===== config.mk =====
export PLATFORM = sky130hd
export DESIGN_NAME = memory_access_stage
export DESIGN_NICKNAME = d
export VERILOG_FILES = /design/src/rtl/memory_access_stage_pkg.sv /design/src/rtl/memory_access_stage_load_extract.sv /design/src/rtl/memory_access_stage.sv
export SDC_FILE = /design/constraint.sdc
export NUM_CORES = 1
export LEC_CHECK = 0
export ABC_AREA = 1
export CAP_MARGIN = 20
export CORE_AREA = 2 2 239 241
export CTS_CLUSTER_DIAMETER = 80
export CTS_CLUSTER_SIZE = 10
export DETAILED_ROUTE_END_ITERATION = 6
export DIE_AREA = 0 0 241 243
export HOLD_SLACK_MARGIN = 0.1
export PLACE_DENSITY_LB_ADDON = 0.2
export SLEW_MARGIN = 20
export SYNTH_ARGS = -nofsm -noshare
export SYNTH_HDL_FRONTEND = slang
export SYNTH_SLANG_ARGS = --single-unit

===== constraint.sdc =====
create_clock -name clk -period 3.6 [get_ports clk]
set_input_delay 1.08 -clock clk [delete_from_list [all_inputs] [get_ports clk]]
set_output_delay 1.08 -clock clk [all_outputs]
set_load 0.005 [all_outputs]

===== src/rtl/memory_access_stage_pkg.sv =====
// Shared RV64I memory-stage definitions: opcodes, funct3 codes, FSM states and bus payload.
package memory_access_stage_pkg;

  localparam int unsigned XLEN   = 64;
  localparam int unsigned IALIGN = 32;
  localparam int unsigned BUS_W  = 64;
  localparam int unsigned STRB_W = BUS_W / 8;

  localparam logic [6:0]  LOAD_INST = 7'b0000011;
  localparam logic [31:0] NOP_INST  = 32'h0000_0013;

  localparam logic [2:0] F3_LB  = 3'b000;
  localparam logic [2:0] F3_LH  = 3'b001;
  localparam logic [2:0] F3_LW  = 3'b010;
  localparam logic [2:0] F3_LD  = 3'b011;
  localparam logic [2:0] F3_LBU = 3'b100;
  localparam logic [2:0] F3_LHU = 3'b101;
  localparam logic [2:0] F3_LWU = 3'b110;

  typedef enum logic {
    IDLE = 1'b0,
    WAIT = 1'b1
  } mem_state_t;

  // Registered request payload presented on the data bus.
  typedef struct packed {
    logic              we;
    logic [XLEN-1:0]   addr;
    logic [BUS_W-1:0]  wdata;
    logic [STRB_W-1:0] wstrb;
  } bus_req_t;

  // Access size lives in funct3[1:0] for both loads and stores (3'b111 behaves as a doubleword).
  function automatic logic is_misaligned(input logic [2:0] f3, input logic [2:0] off);
    logic mis;
    case (f3[1:0])
      2'b00:   mis = 1'b0;
      2'b01:   mis = off[0];
      2'b10:   mis = (off[1:0] != 2'b00);
      default: mis = (off != 3'b000);
    endcase
    return mis;
  endfunction

  // Byte-lane strobes for a store of size funct3[1:0] at byte offset off.
  function automatic logic [STRB_W-1:0] store_strobe(input logic [2:0] f3, input logic [2:0] off);
    logic [STRB_W-1:0] strb;
    case (f3[1:0])
      2'b00:   strb = STRB_W'(8'h01 << off);
      2'b01:   strb = STRB_W'(8'h03 << off);
      2'b10:   strb = STRB_W'(8'h0F << off);
      default: strb = 8'hFF;
    endcase
    return strb;
  endfunction

endpackage


===== src/rtl/memory_access_stage_load_extract.sv =====
// mem_load_extract: selects the addressed bytes of a bus doubleword and sign/zero-extends them.
module mem_load_extract
  import memory_access_stage_pkg::*;
(
  input  logic [BUS_W-1:0] rdata_i,
  input  logic [2:0]       off_i,
  input  logic [2:0]       funct3_i,
  output logic [XLEN-1:0]  result_o
);

  logic [BUS_W-1:0] shifted;

  assign shifted = rdata_i >> {off_i, 3'b000};

  // Truncate to the access size and extend; LD and the unused 3'b111 pass all 64 bits.
  always_comb begin
    result_o = XLEN'(shifted);
    case (funct3_i)
      F3_LB:   result_o = {{56{shifted[7]}},  shifted[7:0]};
      F3_LH:   result_o = {{48{shifted[15]}}, shifted[15:0]};
      F3_LW:   result_o = {{32{shifted[31]}}, shifted[31:0]};
      F3_LBU:  result_o = {56'd0, shifted[7:0]};
      F3_LHU:  result_o = {48'd0, shifted[15:0]};
      F3_LWU:  result_o = {32'd0, shifted[31:0]};
      F3_LD:   result_o = XLEN'(shifted);
      default: result_o = XLEN'(shifted);
    endcase
  end

endmodule


===== src/rtl/memory_access_stage.sv =====
// RV64I memory stage: single-outstanding load/store bus master with registered writeback.
// Optional bus watchdog enabled by defining MEM_TIMEOUT_EN (limit set by TIMEOUT_CYCLES).
module memory_access_stage
  import memory_access_stage_pkg::*;
#(
  parameter int unsigned TIMEOUT_CYCLES = 255
) (
  input  logic              clk,
  input  logic              rst,
  input  logic [XLEN-1:0]   rd_in,
  input  logic [XLEN-1:0]   addr_in,
  input  logic [4:0]        rd_addr_in,
  input  logic              rfile_we_in,
  input  logic              memory_we_in,
  input  logic [XLEN-1:0]   current_pc_in,
  input  logic [IALIGN-1:0] current_inst_in,
  output logic              mem_ready,
  output logic [XLEN-1:0]   wb_data_out,
  output logic [4:0]        wb_addr_out,
  output logic              wb_we_out,
  output logic [XLEN-1:0]   current_pc_out,
  output logic [IALIGN-1:0] current_inst_out,
  output logic              misaligned_out,
  output logic              bus_fault_out,
  output logic              bus_req,
  output logic              bus_we,
  output logic [XLEN-1:0]   bus_addr,
  output logic [BUS_W-1:0]  bus_wdata,
  output logic [STRB_W-1:0] bus_wstrb,
  input  logic [BUS_W-1:0]  bus_rdata,
  input  logic              bus_ack,
  input  logic              bus_err
);

  localparam int unsigned CNT_W = 16;

  mem_state_t        state_q, state_d;
  logic              bus_req_q, bus_req_d;
  bus_req_t          bus_q, bus_d;
  logic [XLEN-1:0]   wb_data_q, wb_data_d;
  logic [4:0]        wb_addr_q, wb_addr_d;
  logic              wb_we_q, wb_we_d;
  logic [XLEN-1:0]   pc_out_q, pc_out_d;
  logic [IALIGN-1:0] inst_out_q, inst_out_d;
  logic              misaligned_q, misaligned_d;
  logic              fault_q, fault_d;
  logic [4:0]        lat_rd_q, lat_rd_d;
  logic [2:0]        lat_f3_q, lat_f3_d;
  logic [2:0]        lat_off_q, lat_off_d;
  logic              lat_load_q, lat_load_d;
  logic [XLEN-1:0]   lat_pc_q, lat_pc_d;
  logic [IALIGN-1:0] lat_inst_q, lat_inst_d;

  logic              is_mem_c;
  logic [2:0]        f3_c;
  logic [2:0]        off_c;
  logic              mis_c;
  logic              timeout_c;
  logic [XLEN-1:0]   load_data_c;

`ifdef MEM_TIMEOUT_EN
  logic [CNT_W-1:0]  cnt_q, cnt_d;
`else
  logic              unused_timeout_cfg;
  assign unused_timeout_cfg = (TIMEOUT_CYCLES != 0) && (CNT_W != 0);
`endif

  // Decode of the instruction offered by execute.
  assign f3_c     = current_inst_in[14:12];
  assign off_c    = addr_in[2:0];
  assign is_mem_c = memory_we_in || (current_inst_in[6:0] == LOAD_INST);
  assign mis_c    = is_misaligned(f3_c, off_c);

`ifdef MEM_TIMEOUT_EN
  assign timeout_c = (cnt_q == CNT_W'(TIMEOUT_CYCLES - 1));
`else
  assign timeout_c = 1'b0;
`endif

  mem_load_extract u_load_extract (
    .rdata_i  (bus_rdata),
    .off_i    (lat_off_q),
    .funct3_i (lat_f3_q),
    .result_o (load_data_c)
  );

  // Next-state and next-output logic for the IDLE/WAIT handshake FSM.
  always_comb begin
    state_d      = state_q;
    bus_req_d    = bus_req_q;
    bus_d        = bus_q;
    wb_data_d    = wb_data_q;
    wb_addr_d    = wb_addr_q;
    wb_we_d      = 1'b0;
    pc_out_d     = pc_out_q;
    inst_out_d   = inst_out_q;
    misaligned_d = 1'b0;
    fault_d      = 1'b0;
    lat_rd_d     = lat_rd_q;
    lat_f3_d     = lat_f3_q;
    lat_off_d    = lat_off_q;
    lat_load_d   = lat_load_q;
    lat_pc_d     = lat_pc_q;
    lat_inst_d   = lat_inst_q;
`ifdef MEM_TIMEOUT_EN
    cnt_d        = cnt_q;
`endif

    case (state_q)
      IDLE: begin
        if (is_mem_c) begin
          if (mis_c) begin
            misaligned_d = 1'b1;
            pc_out_d     = current_pc_in;
            inst_out_d   = current_inst_in;
          end else begin
            state_d       = WAIT;
            bus_req_d     = 1'b1;
            bus_d.we      = memory_we_in;
            bus_d.addr    = {addr_in[XLEN-1:3], 3'b000};
            bus_d.wdata   = memory_we_in ? BUS_W'(rd_in << {off_c, 3'b000}) : '0;
            bus_d.wstrb   = memory_we_in ? store_strobe(f3_c, off_c) : '0;
            lat_rd_d      = rd_addr_in;
            lat_f3_d      = f3_c;
            lat_off_d     = off_c;
            lat_load_d    = !memory_we_in;
            lat_pc_d      = current_pc_in;
            lat_inst_d    = current_inst_in;
`ifdef MEM_TIMEOUT_EN
            cnt_d         = '0;
`endif
          end
        end else begin
          wb_data_d  = rd_in;
          wb_addr_d  = rd_addr_in;
          wb_we_d    = rfile_we_in;
          pc_out_d   = current_pc_in;
          inst_out_d = current_inst_in;
        end
      end

      WAIT: begin
        if (bus_err || bus_ack || timeout_c) begin
          state_d    = IDLE;
          bus_req_d  = 1'b0;
          bus_d.we   = 1'b0;
          pc_out_d   = lat_pc_q;
          inst_out_d = lat_inst_q;
          if (bus_err || timeout_c) begin
            fault_d = 1'b1;
          end else if (lat_load_q) begin
            wb_data_d = load_data_c;
            wb_addr_d = lat_rd_q;
            wb_we_d   = (lat_rd_q != 5'd0);
          end
        end
`ifdef MEM_TIMEOUT_EN
        else begin
          cnt_d = cnt_q + CNT_W'(1);
        end
`endif
      end

      default: state_d = IDLE;
    endcase
  end

  // State and output registers with synchronous reset.
  always_ff @(posedge clk) begin
    if (rst) begin
      state_q      <= IDLE;
      bus_req_q    <= 1'b0;
      bus_q        <= '0;
      wb_data_q    <= '0;
      wb_addr_q    <= '0;
      wb_we_q      <= 1'b0;
      pc_out_q     <= '0;
      inst_out_q   <= NOP_INST;
      misaligned_q <= 1'b0;
      fault_q      <= 1'b0;
      lat_rd_q     <= '0;
      lat_f3_q     <= '0;
      lat_off_q    <= '0;
      lat_load_q   <= 1'b0;
      lat_pc_q     <= '0;
      lat_inst_q   <= NOP_INST;
`ifdef MEM_TIMEOUT_EN
      cnt_q        <= '0;
`endif
    end else begin
      state_q      <= state_d;
      bus_req_q    <= bus_req_d;
      bus_q        <= bus_d;
      wb_data_q    <= wb_data_d;
      wb_addr_q    <= wb_addr_d;
      wb_we_q      <= wb_we_d;
      pc_out_q     <= pc_out_d;
      inst_out_q   <= inst_out_d;
      misaligned_q <= misaligned_d;
      fault_q      <= fault_d;
      lat_rd_q     <= lat_rd_d;
      lat_f3_q     <= lat_f3_d;
      lat_off_q    <= lat_off_d;
      lat_load_q   <= lat_load_d;
      lat_pc_q     <= lat_pc_d;
      lat_inst_q   <= lat_inst_d;
`ifdef MEM_TIMEOUT_EN
      cnt_q        <= cnt_d;
`endif
    end
  end

  assign mem_ready        = (state_q == IDLE);
  assign wb_data_out      = wb_data_q;
  assign wb_addr_out      = wb_addr_q;
  assign wb_we_out        = wb_we_q;
  assign current_pc_out   = pc_out_q;
  assign current_inst_out = inst_out_q;
  assign misaligned_out   = misaligned_q;
  assign bus_fault_out    = fault_q;
  assign bus_req          = bus_req_q;
  assign bus_we           = bus_q.we;
  assign bus_addr         = bus_q.addr;
  assign bus_wdata        = bus_q.wdata;
  assign bus_wstrb        = bus_q.wstrb;

endmodule


Yosys cells after proc, flatten, opt, wreduce, memory -nomap -nowiden
Cells that the tools add are included.
Widths: inputs -> output; s select.
Word-level totals
  input port bits: 299
  output and inout bits: 307
  flip-flop bits (word level): 412
Operators by class
  eq/ne operators: 15
  shift-type cells: 5
  reductions and logical operators: 14
  bitwise operators: 4
  muxes and demuxes: 41
Operator list (number)
  $mux 64: 8
  $pmux 64 s6: 1
  $mux 137: 2
  $pmux 64 s2: 2
  $mux 32: 3
  $pmux 32 s2: 1
  $shl 64x6->64: 1
  $shr 64x6->64: 1
  $pmux 8 s3: 1
  $mux 5: 4
  $mux 1: 12
  $pmux 5 s2: 1
  $eq 3x3->1 const B: 3
  $mux 8: 1
  $pmux 1 s2: 4
  $shl 1x3->8 const A: 1
  $shl 2x3->8 const A: 1
  $shl 4x3->8 const A: 1
  $eq 7x2->1 const B: 1
  $ne 2x1->1 const B: 3
  $ne 2x2->1 const B: 3
  $reduce_and 3->1: 2
  $reduce_or 3->1: 2
  $reduce_bool 5->1: 1
  15 further kinds: 19

Depth between registers and ports, before layout
Gate-level depths: netlist of the first run.
  depth in word-level cells: 6
  depth in mapped cells: 15
  mapped depth without buffers: 12

Modules after synthesis
Synthesis of the first run repeated with hierarchy kept, for this count alone.
Unflattened totals
  cells, all modules: 3174
  area total of the unflattened synthesis: 20868.8 µm²
Modules (own cells, without submodules)
  memory_access_stage: sequential area each 8187.9 µm², instances 1, cells each 2682, area each 18413.9 µm²
  mem_load_extract: sequential area each 0.0 µm², instances 1, cells each 492, area each 2454.9 µm²

Least setup slack after synthesis of the first run
OpenSTA, ideal clock, no wires.
  path kind: input-to-reg
  start point: in addr_in[2]
  end point: reg lat_inst_q[10]
  stages on the path: 12
  path buffers: 4
  arrival: 2.446 ns
  path slack: 1.038 ns
  required time: 3.484 ns
  cell sequence: buf_4 nor2_4 nand2_1 o21ai_2 nand2_2 nor2_4 inv_2 buf_4 buf_6 buf_6 nor2_1 nor2_1
Between the ends
  word-level cells in the longest chain between the ends: 4
RTL lines
  start: declaration: RTL line memory_access_stage.sv:11  | input logic [XLEN-1:0] addr_in,
  $reduce_bool 3->1: RTL line memory_access_stage_pkg.sv:40  | default: mis = (off != 3'b000);
  $pmux 1 s3: RTL line memory_access_stage_pkg.sv:36  | case (f3[1:0])
  $not 1->1 (no source line)
  $reduce_and 3->1 (no source line)
  end signal: assignment: RTL line memory_access_stage.sv:206  | lat_inst_q <= lat_inst_d;
  end: declaration: RTL line memory_access_stage.sv:52  | logic [IALIGN-1:0] lat_inst_q, lat_inst_d;
No other way between the ends.
A chain may end at the register's enable or synchronous reset.

Final worst setup path of the first run
  start point: reg state_q
  end point: out mem_ready
Between the ends
  word-level cells in the longest chain between the ends: 1
RTL lines
  start: declaration: RTL line memory_access_stage.sv:37  | mem_state_t state_q, state_d;
  start signal: assignment: RTL line memory_access_stage.sv:191  | state_q <= state_d;
  $not 1->1 (no source line)
  end: declaration: RTL line memory_access_stage.sv:17  | output logic mem_ready,
No other way between the ends.

==> results of run 1 <==
## cells in the final DEF (no fill, tap or decap), types with 2 or more instances in the layout
cell,n
nand3_1,145
o21bai_1,3
o211ai_1,14
o21ai_0,446
diode_2,7
buf_4,42
buf_12,14
clkbuf_1,2
ha_1,4
bufinv_16,2
nand2_1,796
dfxtp_1,407
a31oi_1,5
nand4_1,40
inv_4,2
o21ai_1,32
o221ai_1,18
clkinv_1,3
clkinv_2,2
clkbuf_16,50
inv_2,2
nor2_4,2
nor2_1,550
clkdlybuf4s50_1,600
nor3_1,7
or2_2,13
buf_2,2
inv_8,2
o22ai_1,8
o211a_1,6
a21oi_1,181
nand2_4,2
clkinvlp_4,2
inv_6,2
conb_1,3
inv_1,105
## critical path: cells and delay by family, from the launching register on
| family | cells | cell delay [ns] |
|---|---|---|
| buf+inv | 2 | 1.01 |
| flops | 1 | 0.36 |
## where the power goes
group          internal, W  switching (W)
logic              0.00128        0.00161
registers          0.00493       0.000221
clock network      0.00263        0.00195
total              0.00884        0.00378
## metal layers
layer  part of all wire [%]  track usage, %
met2                     45            44.1
met5                   0.15               0
met1                     43            36.0
met3                    8.4            6.78
met4                    3.7            10.3
## cells by family (layout without fill, tap and decap cells)
family / after synthesis / after routing / synth area share [%]
adder cells (fa/ha/maj): 4 / 4 / 0.253
flip-flops: 409 / 409 / 41.4
AND/OR/NAND/NOR: 1558 / 1558 / 31.4
AO/OA/AOI/OAI: 716 / 716 / 19.0
buffers and inverters: 359 / 834 / 7.95
other: 1 / 10 / 0.0190
## cell usage after synthesis (8+ instances only)
master / n
a21oi_1: 181
buf_1: 18
buf_2: 36
buf_4: 9
buf_6: 19
clkbuf_1: 162
dfxtp_1: 409
inv_1: 108
nand2_1: 797
nand3_1: 145
nand4_1: 40
nor2_1: 551
o211ai_1: 14
o21ai_0: 446
o21ai_1: 32
o221ai_1: 18
o22ai_1: 8
or2_2: 13
## state kept, by name, summed over array words and instances (netlist names), 2 cells and up
register,count
bus_wdata,64
current_pc_out,64
lat_pc_q,64
wb_data_out,64
bus_addr,61
current_inst_out,32
lat_inst_q,30
bus_wstrb,8
lat_rd_q,5
wb_addr_out,5
lat_off_q,3
lat_f3_q,2
## through the flow
stage | util [%] | cells | area (um2)
2_1_floorplan | - | 3049 | 19800
3_3_place_gp | 46.9 | 4219 | 26200
3_5_place_dp | 46.9 | 4219 | 26200
4_1_cts | 49.4 | 4280 | 27600
5_1_grt | 49.4 | 4284 | 27600
6_report | 49.4 | 4287 | 27600
## final cells by class
type / instances / area [um2] / share of cell area [%]
Tap cell: 756 / 946 / 3.42
Clock buffer: 53 / 1270 / 4.60
Multi-Input combinational cell: 2281 / 10000 / 36.2
Antenna cell: 7 / 17.5 / 0.0634
Inverter: 115 / 453 / 1.64
Timing Repair Buffer: 658 / 6610 / 23.9
Clock inverter: 8 / 128 / 0.462
Sequential cell: 409 / 8190 / 29.6
## worst paths after layout
path                 start         endpoint  cells after the start
min reg2reg  lat_inst_q[0]    lat_inst_q[0]                      2
min          lat_inst_q[0]    lat_inst_q[0]                      2
max reg2reg   lat_off_q[0]  wb_data_out[14]                     10
max                state_q        mem_ready                      2
==> flow_summary.toml, run 1 <==
[routing]
drt-wirelength-per-cell_um = 19.6
vias = 21800
drt_iter0_markers = 1826
dr.pass1.iters = 7
ant_nets = 0
viasPerCell = 5.08
drcViolationCount = 3
routed_wl_mm = 84.0

[synthesis]
synthDistinctLibCells = 34
yosysTopAreaCell = "dfxtp_1"
syn_avg_cell_area_um2 = 6.49
postSynthCellCount = 3047
syn_area_um2 = 19800
synthTopCellsByArea = "dfxtp_1, nand2_1, o21ai_0"
synth-edff-count = 0
yosysWarnings = 0
async_flop_share_pct = 0
ys_seq_area_share_pct = 41.4
dominantRegCellSynth = "dfxtp_1"
synth_top_area_share_pct = 41.4
synth_seq_cells = 409

[sta]
slew_headroom_pct = 33.2
tns_ns = 0
worst_hold_slack_ns = 0.455
hold_violations = 0
setup_ws_ns = 0.556
finalClockSkew_ns = 0.0210
drv_slew = 0
fin_crit_sh_pct = 84.6
rsz0062_at_grt = "no"
tightest_slew_ns = 1.00
fmax_mhz = 328
finalSetupViolCount = 0
fin_crit_ns = 3.04

[setup_path]
critPathLaunchType = "flop"
worstPathCellList = "inv_4 -> clkdlybuf4s50_1"
required_ns = 2.52
max_stage_delay_ns = 0.65
cp_slowest_cell = "clkdlybuf4s50_1"
path_max_fanout = 38
r2r_slack_ns = 0.86
crit_path_end_kind = "primary output"
critPathArrivalTime_ns = 1.96
worstSetupPathType = "reg2out"

[final_layout]
layout-drive-gt1-share_pct = 4.14
fill_cells = 5765
fin_nets = 3817
area_growth_pct = 39.9

[cts]
hold_buffers = 0
clock_path_buffers = 3
cts_root_buffer = "clkbuf_16"
cts_buffers = 49
clkSlewWorstSetupHoldPaths_ns = 0.06
post-cts-setup-buffers = 0
post_cts_resized = 0
htreeDepth = 2
numClockSinks = 409
clock_latency_ns = 0.60
cts_tree = "built"

[placed_design]
place_congestion = 1.02
place_hpwl_mm = 60.4
pre_cts_ws_ns = 0.153
port_buffers = 602

[min_path]
hold_class = "reg2reg"

[floorplan]
num_rows = 87
ioPinCount = 606
fp.dieH_um = 243
design.core.area_um2 = 56000
start_util_pct = 35.3
die_w_um = 241
die_area_um2 = 58600

[power_and_ir_drop]
powerDensity_nw_per_um2 = 457
p_leak_nw = 11.9
total_power_w = 0.0126
ir_drop_uv = 303

[global_routing]
grt_first_pass_wirelength_mm = 125
grt_max_degree = 185
grt_pass1_vias = 20700
globalRouteOverflowTotal = 0
antenna_found_initial = 17
grtUsageTotal_pct = 27.7

[run_status]
outcome = "finished, violations left"
failed_checks = "design-rule violations"

[job]
drv_cap = 0
Note: power is estimated with default switching activity, not from simulation.
==> run 2, diff against run 1 <==
clock period = 2.88 ns   (was 3.6 ns; I/O delays follow)
==> flow_summary.toml, run 2 (synthesis gave the netlist of run 1 again) <==
[run_status]
outcome = "completed"

[routing]
dr.pass1.iters = 6
vias = 22200
drcViolationCount = 0
routed_wl_mm = 85.5
ant_nets = 0
viasPerCell = 5.07
drt_iter0_markers = 2020
drt-wirelength-per-cell_um = 19.5

[floorplan]
die_w_um = 241
start_util_pct = 35.3
design.core.area_um2 = 56000
fp.dieH_um = 243
num_rows = 87
ioPinCount = 606
die_area_um2 = 58600

[final_layout]
layout_common_cells = "nand2_1, clkdlybuf4s50_1, nor2_1"
fin_nets = 3921
seqCellArea_um2 = 8190
fin_cells = 4387
area_growth_pct = 44.8
final_core_util_pct = 51.1
multi_input_area_um2 = 10000
layout-drive-gt1-share_pct = 6.89
fill_cells = 5766
layout_commonest_cell = "nand2_1"

[sta]
tightest_slew_ns = 0.961
setup_ws_ns = 0.0805
fin_crit_sh_pct = 97.2
rsz0062_at_grt = "no"
hold_violations = 0
finalSetupViolCount = 0
finalClockSkew_ns = 0.0286
worst_hold_slack_ns = 0.457
fin_crit_ns = 2.80
drv_slew = 0
fmax_mhz = 357
slew_headroom_pct = 35.9

[global_routing]
antenna_found_initial = 14
grt_first_pass_wirelength_mm = 126
grtUsageTotal_pct = 28.0
grt_max_degree = 80
globalRouteOverflowTotal = 0
grt_pass1_vias = 20700

[cts]
clock_path_buffers = 3
post-cts-setup-buffers = 0
clock_latency_ns = 0.60
numClockSinks = 409
htreeDepth = 2
cts_tree = "built"
hold_buffers = 0
cts_buffers = 48
clkSlewWorstSetupHoldPaths_ns = 0.06
cts_root_buffer = "clkbuf_16"
post_cts_resized = 0

[placed_design]
place_hpwl_mm = 63.3
pre_cts_ws_ns = -0.198
dp_cells = 4324
place_congestion = 0.981
port_buffers = 602

[power_and_ir_drop]
p_leak_nw = 12.5
total_power_w = 0.0161
powerDensity_nw_per_um2 = 561
ir_drop_uv = 408

[setup_path]
critPathArrivalTime_ns = 1.94
crit_path_end_kind = "primary output"
required_ns = 2.02
r2r_slack_ns = 0.57
path_max_fanout = 26
worstSetupPathType = "reg2out"
critPathLaunchType = "flop"

[job]
drv_cap = 0

[min_path]
hold_class = "reg2reg"
-- run 2: changes by cell type in the layout (fill, tap and decap cells not counted) --
cell / delta
buf_4: +89
buf_12: +16
clkbuf_8: +3
diode_2: -3
clkbuf_16: -2
clkinvlp_4: -2
bufinv_16: +1
clkbuf_1: -1
clkinv_2: -1
-- run 2: cell type report --
class                      count  area share (%)
multi-input combinational   2281            35.0
sequential                   409            28.6
timing repair buffer         763            26.6
clock buffer                  53            4.40
tap                          756            3.31
inverter                     115            1.58
clock inverter                 6           0.481
antenna                        4          0.0350
-- run 2: routing by layer --
metal	wire [um]	track usage, %	share of wire (%)
met3	7000	5.98	8.2
met1	36600	37.0	43
met2	38900	45.1	46
met4	2880	9.66	3.4
met5	121	0	0.14
-- run 2: worst paths after layout --
kind,startpoint,end,cells after the start
max,state_q,mem_ready,2
min,lat_inst_q[4],lat_inst_q[4],2
max reg2reg,lat_off_q[0],wb_data_out[9],10
min reg2reg,lat_inst_q[4],lat_inst_q[4],2
-- run 2: where the power goes --
group	switching (W)	leakage, nW	internal [W]	total [W]
clock network	0.00244	0.684	0.00334	0.00578
logic	0.00208	8.43	0.00179	0.00387
registers	0.000267	3.38	0.00616	0.00642
-- run 2: per-stage QoR --
step | TNS, ns | area, um2
3_5_place_dp | -40.14 | 27200
5_1_grt | 0 | 28600
2_1_floorplan | 0 | 19800
4_1_cts | 0 | 28600
3_3_place_gp | -43.82 | 27200
6_report | 0 | 28600
-- run 2: critical path, cell delays in order (launching register included) --
cell and delay [ns]:
dfxtp_4 0.44, inv_4 0.23, clkdlybuf4s50_1 0.65
